===== src/rtl/mult_pkg.sv =====
// ---------------------------------------------------------------------------
// mult_pkg
// Shared definitions for the sequential shift-add multiplier controller:
//   - mult_state_e   : controller state encoding
//   - DEFAULT_WIDTH_M: default operand width / iteration count
//   - calc_cnt_w()   : width of a counter able to hold 0..width
// ---------------------------------------------------------------------------
package mult_pkg;

  localparam int DEFAULT_WIDTH_M = 16;

  typedef enum logic [2:0] {
    IDLE  = 3'd0,
    LOAD  = 3'd1,
    ADD   = 3'd2,
    SHIFT = 3'd3,
    DONE  = 3'd4
  } mult_state_e;

  // The counter must be able to hold the full iteration count itself,
  // not just count-1, because it is loaded with WIDTH_M.
  function automatic int calc_cnt_w(input int width);
    return $clog2(width + 1);
  endfunction

endpackage


===== src/rtl/mult_bit_counter.sv =====
// ---------------------------------------------------------------------------
// mult_bit_counter
// Loadable down-counter holding the number of add/shift iterations left.
// Ports:
//   clk        in   system clock, rising edge
//   reset      in   synchronous active-high reset (count -> 0)
//   i_clear    in   synchronous clear (count -> 0), outranks load/decrement
//   i_load     in   load i_load_val
//   i_load_val in   value loaded on i_load
//   i_dec      in   decrement by one (saturates at 0)
//   o_count    out  current count
//   o_is_one   out  count == 1, i.e. the final iteration is in progress
// ---------------------------------------------------------------------------
module mult_bit_counter
  import mult_pkg::*;
#(
  parameter int CNT_W = calc_cnt_w(DEFAULT_WIDTH_M)
) (
  input  logic             clk,
  input  logic             reset,
  input  logic             i_clear,
  input  logic             i_load,
  input  logic [CNT_W-1:0] i_load_val,
  input  logic             i_dec,
  output logic [CNT_W-1:0] o_count,
  output logic             o_is_one
);

  logic [CNT_W-1:0] r_count;

  always_ff @(posedge clk) begin
    if (reset || i_clear) begin
      r_count <= '0;
    end else if (i_load) begin
      r_count <= i_load_val;
    end else if (i_dec && (r_count != '0)) begin
      // Guarded so a stray decrement can never wrap to all-ones.
      r_count <= r_count - CNT_W'(1);
    end
  end

  assign o_count  = r_count;
  assign o_is_one = (r_count == CNT_W'(1));

endmodule


===== src/rtl/mult_controller.sv =====
// ---------------------------------------------------------------------------
// mult_controller
// Control FSM for a sequential shift-add multiplier. After a start request is
// accepted in IDLE it issues one LOAD, then WIDTH_M ADD/SHIFT pairs, then a
// one-cycle DONE. Outputs are Moore-decoded from the state except mux_signal,
// which passes multiplier_lsb through during ADD.
// Ports:
//   clk            in   system clock, rising edge
//   reset          in   synchronous active-high reset
//   start          in   begin a multiplication (accepted only while ready)
//   abort          in   cancel an in-flight operation (LOAD/ADD/SHIFT)
//   multiplier_lsb in   bit 0 of the datapath multiplier shift register
//   load_signal    out  datapath operand load strobe
//   add_signal     out  datapath adder-enable strobe
//   mux_signal     out  adder input select: multiplicand (1) / zero (0)
//   shift_signal   out  datapath shift-enable strobe
//   ready          out  idle, start will be accepted
//   busy           out  operation in progress (LOAD/ADD/SHIFT)
//   done           out  one-cycle pulse, product valid on the datapath
//   bit_count      out  iterations remaining
// ---------------------------------------------------------------------------
module mult_controller
  import mult_pkg::*;
#(
  parameter  int WIDTH_M = DEFAULT_WIDTH_M,
  localparam int CNT_W   = calc_cnt_w(WIDTH_M)
) (
  input  logic             clk,
  input  logic             reset,
  input  logic             start,
  input  logic             abort,
  input  logic             multiplier_lsb,
  output logic             load_signal,
  output logic             add_signal,
  output logic             mux_signal,
  output logic             shift_signal,
  output logic             ready,
  output logic             busy,
  output logic             done,
  output logic [CNT_W-1:0] bit_count
);

  if (WIDTH_M < 2) begin : g_width_check
    $error("mult_controller: WIDTH_M must be at least 2");
  end

  mult_state_e      r_state;
  mult_state_e      w_next;
  logic             w_cnt_clear;
  logic             w_cnt_load;
  logic             w_cnt_dec;
  logic             w_cnt_is_one;
  logic [CNT_W-1:0] w_cnt;

  // State register
  always_ff @(posedge clk) begin
    if (reset) begin
      r_state <= IDLE;
    end else begin
      r_state <= w_next;
    end
  end

  // Next-state and output decode
  always_comb begin
    w_next       = r_state;
    load_signal  = 1'b0;
    add_signal   = 1'b0;
    mux_signal   = 1'b0;
    shift_signal = 1'b0;
    ready        = 1'b0;
    busy         = 1'b0;
    done         = 1'b0;

    case (r_state)
      IDLE: begin
        ready = 1'b1;
        if (start) begin
          w_next = LOAD;
        end
      end
      LOAD: begin
        load_signal = 1'b1;
        busy        = 1'b1;
        w_next      = abort ? IDLE : ADD;
      end
      ADD: begin
        add_signal = 1'b1;
        mux_signal = multiplier_lsb;
        busy       = 1'b1;
        w_next     = abort ? IDLE : SHIFT;
      end
      SHIFT: begin
        shift_signal = 1'b1;
        busy         = 1'b1;
        // The count still holds the iteration being finished this cycle,
        // so is_one marks the last shift.
        if (abort) begin
          w_next = IDLE;
        end else if (w_cnt_is_one) begin
          w_next = DONE;
        end else begin
          w_next = ADD;
        end
      end
      DONE: begin
        done   = 1'b1;
        w_next = IDLE;
      end
      default: begin
        w_next = IDLE;
      end
    endcase
  end

  // Counter control: loaded on leaving LOAD, decremented every SHIFT,
  // cleared when an in-flight operation is aborted.
  assign w_cnt_clear = abort && busy;
  assign w_cnt_load  = (r_state == LOAD);
  assign w_cnt_dec   = (r_state == SHIFT);

  mult_bit_counter #(
    .CNT_W (CNT_W)
  ) u_bit_counter (
    .clk        (clk),
    .reset      (reset),
    .i_clear    (w_cnt_clear),
    .i_load     (w_cnt_load),
    .i_load_val (CNT_W'(WIDTH_M)),
    .i_dec      (w_cnt_dec),
    .o_count    (w_cnt),
    .o_is_one   (w_cnt_is_one)
  );

  assign bit_count = w_cnt;

endmodule


===== config.mk =====
export PLATFORM = sky130hd
export DESIGN_NAME = mult_controller
export DESIGN_NICKNAME = d
export VERILOG_FILES = /design/src/rtl/mult_pkg.sv /design/src/rtl/mult_bit_counter.sv /design/src/rtl/mult_controller.sv
export SDC_FILE = /design/constraint.sdc
export NUM_CORES = 1
export LEC_CHECK = 0
export ABC_AREA = 1
export CORE_MARGIN = 8
export CORE_UTILIZATION = 35
export DETAILED_ROUTE_END_ITERATION = 6
export DONT_BUFFER_PORTS = 1
export GPL_TIMING_DRIVEN = 0
export PLACE_DENSITY_LB_ADDON = 0.1
export REMOVE_ABC_BUFFERS = 1
export SLEW_MARGIN = 20
export SYNTH_ARGS = -nofsm -noshare
export SYNTH_HDL_FRONTEND = slang
export SYNTH_SLANG_ARGS = --single-unit

===== constraint.sdc =====
create_clock -name clk -period 2.25 [get_ports clk]
set_input_delay 0.45 -clock clk [delete_from_list [all_inputs] [get_ports clk]]
set_output_delay 0.45 -clock clk [all_outputs]
set_load 0.01 [all_outputs]

==> results of run 1 <==
## cell families after synthesis
logic type / count (synthesis) / share of synthesized area
simple gates: 38 / 0.366
buf+inv: 11 / 0.0862
flops: 8 / 0.334
compound gates: 8 / 0.0992
fa+ha+maj: 3 / 0.0783
xor+xnor: 2 / 0.0366
## synthesized netlist by cell type
master and count:
nor3_1 2, dfxtp_1 8, inv_1 11, nor4_1 1, a31oi_1 1, and2_2 1
ha_1 3, a21oi_1 5, nand2_2 1, nand3_1 4, xnor2_1 1, nor2_1 5
nand4_1 2, a21oi_2 1, nor3b_1 1, nor2_4 1, a211oi_1 1, xor2_1 1
nand2_1 20
## sequential cells by signal, summed over array words and instances (netlist names)
| signal | cells |
|---|---|
| u_bit_counter.o_count | 5 |
| r_state | 3 |
## metal layers
layer	vias up	wire (um)	share of wire
met5	-	0	0
met2	18	466	0.41
met1	195	481	0.43
li1	230	-	-
met3	5	152	0.13
met4	0	27	0.024
## critical path: stages, from the launching register on
cell and delay (ns):
dfxtp_1 0.39, inv_1 0.07, nor3_1 0.41, and2_2 0.28
## cells in the final DEF, fill, tap and decap left out
master    instances
a211oi_1          1
a21oi_1           5
a21oi_2           1
a31oi_1           1
and2_2            1
clkbuf_4          3
dfxtp_1           8
ha_1              3
inv_1            11
nand2_1          20
nand2_2           1
nand3_1           4
nand4_1           2
nor2_1            5
nor2_4            1
nor3_1            2
nor3b_1           1
nor4_1            1
xnor2_1           1
xor2_1            1
## cell type report
type,count,share of cell area
Sequential cell,8,0.308
Tap cell,15,0.0361
Inverter,11,0.0793
Multi-Input combinational cell,51,0.534
Clock buffer,3,0.0433
## power groups by stage
stage / clock network (uW) / logic [uW] / registers (uW)
6_report: 110 / 43.2 / 155
5_1_grt: 122 / 50.1 / 156
4_1_cts: 115 / 43.8 / 155
3_5_place_dp: 0 / 43.6 / 158
3_3_place_gp: 0 / 43.7 / 158
2_1_floorplan: 0 / 35.7 / 156
## metrics by stage
stage / power [uW] / instances / hold slack (ns) / util
5_1_grt: 328 / 88 / 0.241 / 0.405
2_1_floorplan: 192 / 70 / 0.513 / -
3_5_place_dp: 202 / 85 / 0.523 / 0.388
4_1_cts: 314 / 88 / 0.250 / 0.405
6_report: 308 / 88 / 0.256 / 0.405
3_3_place_gp: 202 / 85 / 0.527 / 0.388
## worst paths after layout
kind         slack, ns                startpoint  cells past startpoint                       end
max reg2reg       0.72  u_bit_counter.o_count[0]                      7  u_bit_counter.o_count[2]
max               0.40                r_state[1]                      3                mux_signal
min reg2reg       0.55  u_bit_counter.o_count[1]                      2  u_bit_counter.o_count[1]
min               0.26                     reset                      1                r_state[1]
==> impl_metrics.py, run 1 <==
metrics = {
    "clock_network": {
        "cts-root-buf": "clkbuf_4",
        "cts_hold_buffers": 0,
        "htreeDepth": 1,
        "cts_sinks": 8,
        "cts_buffers": 3,
        "cts_buffer_depth": 2,
        "path_clk_slew_ns": 0.05,
        "clkLatencyLatePin_ns": 0.25,
        "postCtsSetupBuffers": 0,
        "cts_tree": "done",
        "ctsResizeCount": 0,
    },
    "finish": {
        "final_nets": 83,
        "final_cell_area_um2": 520,
        "area_delta_synth_final_pct": 8.62,
        "drive_gt1_frac": 0.0959,
        "seq_area_um2": 160,
        "fillCellCount": 153,
        "multi_input_area_um2": 278,
        "antenna_cells": 0,
    },
    "timing": {
        "rsz0062_at_grt": "false",
        "setup_ws_ns": 0.398,
        "finalSetupTns_ns": 0,
        "fin_skew_ns": 0.00341,
        "period_minus_slack_ns": 1.85,
        "worstMarginPinSlew_ns": 0.513,
        "finalCritPeriodShare": 0.823,
        "relSlewSlack": 0.655,
        "fmax_mhz": 540,
        "drv_slew": 0,
        "hold_viol": 0,
        "setup_violations": 0,
    },
    "place": {
        "dp.final_hpwl_um": 890,
        "pre_cts_slack_ns": 0.657,
        "portBuffers": 0,
        "dpl-instance-area_um2": 498,
        "gp_congestion": 0.806,
    },
    "grt": {
        "grt_max_degree": 7,
        "gr-total-overflow": 0,
        "gr-usage-met1": 0.0806,
        "grt_pass1_wl_mm": 1.69,
        "grtUsageTotal": 0.0825,
        "busiest_layer": "met2",
        "gr-usage-met3": 0.0420,
        "use_met2": 0.129,
        "antenna_found_initial": 0,
        "grt_pass1_vias": 410,
    },
    "power_and_ir_drop": {
        "intPower_uw": 220,
        "swShare": 0.285,
        "p_leak_uw": 0.000211,
        "power_density_nw_per_um2": 591,
        "netSwitchingPower_uw": 87.8,
        "combPwrFrac": 0.140,
        "p_clk_frac": 0.356,
        "seq_power_share": 0.503,
        "worst_ir_drop_vdd_v": 0.000197,
    },
    "worst_setup_path": {
        "crit_path_end_kind": "output pin",
        "cp-start-kind": "register",
        "cp_data_required_time_ns": 1.80,
        "arrival_ns": 1.40,
        "worstPathMaxFanout": 4,
        "critical_path_class": "reg2out",
    },
    "floorplanning": {
        "initial_utilization": 0.373,
        "ioPinCount": 17,
        "floorplan.die_area_um2": 2810,
        "die_x_um": 53,
        "rows": 13,
        "die_h_um": 53,
        "core-area_um2": 1280,
    },
    "route": {
        "vias": 448,
        "drt-pass1-iter-count": 4,
        "drc": 0,
        "postRouteAntennaNets": 0,
        "wl_mm": 1.13,
        "drt-initial-drc-count": 10,
        "wl_per_cell_um": 12.8,
        "via_per_inst": 5.09,
    },
    "yosys": {
        "synth_seq_area_share": 0.334,
        "netlist_instances": 70,
        "postSynthAreaPerCell_um2": 6.85,
        "synth_top_area_cell": "dfxtp_1",
        "ys_types": 19,
        "ys_warn_count": 0,
        "yosysTopAreaCellShare": 0.334,
        "synth.top_cells.by_area": "dfxtp_1 33%, nand2_1 16%, inv_1 8.6%, ha_1 7.8%, a21oi_1 5.2%",
        "syn_area_um2": 479,
        "synth_seq_cells": 8,
    },
    "min_path": {
        "hp-class": "in2reg",
    },
    "outcome": {
        "outcome": "finished, final reports clean",
    },
    "job": {
        "maxCapViolations": 0,
    },
}
No activity file was read; power rests on OpenSTA's default activity.
==> run 2: changes to the inputs <==
- clock period: 2.25 -> 1.7 ns (I/O delays scaled with it)
==> run 2 against run 1 <==
- die area stayed put
- hold slack got worse by 0.11 ns
- utilization up 0.39 points
- final area is 0.96% higher
- clock power up 32%
- via count unchanged
- sequential share of layout area is 0.29 points lower
- count of clock-buffer cells in the layout is the same
- routed wire length fell by 0.35%
- flip-flop and latch count did not move
- clock skew barely moved
- critical path type unchanged
- largest cell class unchanged
- largest power group unchanged
==> impl_metrics.py, run 2 (synthesis results as in run 1) <==
metrics = {
    "outcome": {
        "outcome": "finished, final reports clean",
    },
    "route": {
        "wl_per_cell_um": 12.8,
        "wl_mm": 1.12,
        "drt-initial-drc-count": 10,
        "postRouteAntennaNets": 0,
        "drt-pass1-iter-count": 4,
        "vias": 448,
        "drc": 0,
        "via_per_inst": 5.09,
    },
    "floorplanning": {
        "die_h_um": 53,
        "initial_utilization": 0.373,
        "floorplan.die_area_um2": 2810,
        "rows": 13,
        "die_x_um": 53,
        "core-area_um2": 1280,
        "ioPinCount": 17,
    },
    "clock_network": {
        "cts_sinks": 8,
        "path_clk_slew_ns": 0.05,
        "cts_tree": "done",
        "cts-root-buf": "clkbuf_4",
        "htreeDepth": 1,
        "cts_buffer_depth": 2,
        "postCtsSetupBuffers": 0,
        "ctsResizeCount": 1,
        "cts_hold_buffers": 0,
        "cts_buffers": 3,
        "clkLatencyLatePin_ns": 0.25,
    },
    "job": {
        "maxCapViolations": 0,
    },
    "worst_setup_path": {
        "arrival_ns": 1.22,
        "critical_path_class": "reg2out",
        "cp_data_required_time_ns": 1.36,
        "crit_slowest_cell": "dfxtp_1",
        "worstRegToRegCells": 7,
        "slowest_delay_ns": 0.39,
        "crit_path_end_kind": "output pin",
        "cp-start-kind": "register",
        "worstPathMaxFanout": 4,
        "crit_chain": "inv_1 > nor3_2 > and2_2",
    },
    "timing": {
        "finalSetupTns_ns": 0,
        "hold_slack_ns": 0.146,
        "fin_skew_ns": 0.00341,
        "drv_slew": 0,
        "rsz0062_at_grt": "false",
        "relSlewSlack": 0.746,
        "fmax_mhz": 642,
        "finalCritPeriodShare": 0.916,
        "period_minus_slack_ns": 1.56,
        "setup_violations": 0,
        "worstMarginPinSlew_ns": 0.378,
        "hold_viol": 0,
    },
    "place": {
        "portBuffers": 0,
        "gp_congestion": 0.806,
        "dp.final_hpwl_um": 890,
        "dp.cells": 85,
    },
    "finish": {
        "layoutNonFillerInstCount": 88,
        "antenna_cells": 0,
        "largest_register_ffs": 5,
        "drive_gt1_frac": 0.110,
        "final_core_util": 0.409,
        "final_nets": 83,
        "area_delta_synth_final_pct": 9.66,
        "layout_common_cells": "20 x nand2_1, 11 x inv_1, 8 x dfxtp_1",
        "layout_commonest_cell": "nand2_1",
    },
    "grt": {
        "gr-usage-met3": 0.0420,
        "grt_pass1_wl_mm": 1.69,
        "busiest_layer": "met2",
        "antenna_found_initial": 0,
        "use_met2": 0.129,
        "grt_max_degree": 7,
        "gr-usage-met1": 0.0806,
        "grtUsageTotal": 0.0825,
        "gr-total-overflow": 0,
        "grt_pass1_vias": 410,
    },
    "min_path": {
        "hold_depth": 1,
        "hp-class": "in2reg",
    },
    "power_and_ir_drop": {
        "power.total_uw": 408,
        "worst_ir_drop_vdd_v": 0.000261,
        "power_density_nw_per_um2": 777,
        "p_leak_uw": 0.000215,
    },
}
-- run 2: cell type report --
type	count	area (um^2)
fill	152	759
inverter	11	41.3
tap	15	18.8
multi-input combinational	51	283
clock buffer	3	22.5
sequential	8	160
-- run 2: report_power, final --
part | switching, uW | internal [uW] | total (uW) | leakage [uW]
logic | 42.1 | 15.6 | 57.7 | 0.000136
registers | 10.3 | 195 | 205 | 0.0000650
clock network | 64.4 | 80.8 | 145 | 0.0000138
-- run 2: stage by stage --
stage / setup WS (ns) / area, um^2
after floorplan: 0.348 / 479
after global placement: 0.213 / 498
after detailed placement: 0.202 / 498
after CTS: 0.113 / 526
after global routing: 0.00600 / 526
final: 0.143 / 526
-- run 2: metal layers --
metal | vias up | wire, um
met5 | - | 0
li1 | 230 | -
met2 | 18 | 466
met3 | 5 | 151
met4 | 0 | 27
met1 | 195 | 479
-- run 2: worst max-delay path: cells and delay by family (launching register included) --
family | cells | cell delay, ns
simple gates | 2 | 0.49
buf+inv | 1 | 0.08
flops | 1 | 0.39
-- run 2: path summary, 6_finish.rpt --
kind | start | to | slack, ns
hold reg to reg | u_bit_counter.o_count[1] | u_bit_counter.o_count[1] | 0.55
setup reg to reg | u_bit_counter.o_count[0] | u_bit_counter.o_count[2] | 0.17
setup / recovery | r_state[1] | mux_signal | 0.14
hold / removal | reset | r_state[1] | 0.15
==> run 3: changes to the inputs <==
==> constraint.sdc (replaced) <==
create_clock -name clk -period 1.7 [get_ports clk]
set_input_delay 0.255 -clock clk [delete_from_list [all_inputs] [get_ports clk]]
set_output_delay 0.255 -clock clk [all_outputs]
set_load 0.01 [all_outputs]
==> results of run 3 <==
The final DEF is identical to that of run 2. Status: finished, final reports clean.
Among the figures that moved: number of gates resized after CTS 1 -> 0; setup slack after layout 0.143 ns -> 0.174 ns; hold slack 0.146 ns -> 0.0612 ns; start point of the critical path r_state[1] -> u_bit_counter.o_count[0]; end point of the critical path mux_signal -> u_bit_counter.o_count[2]
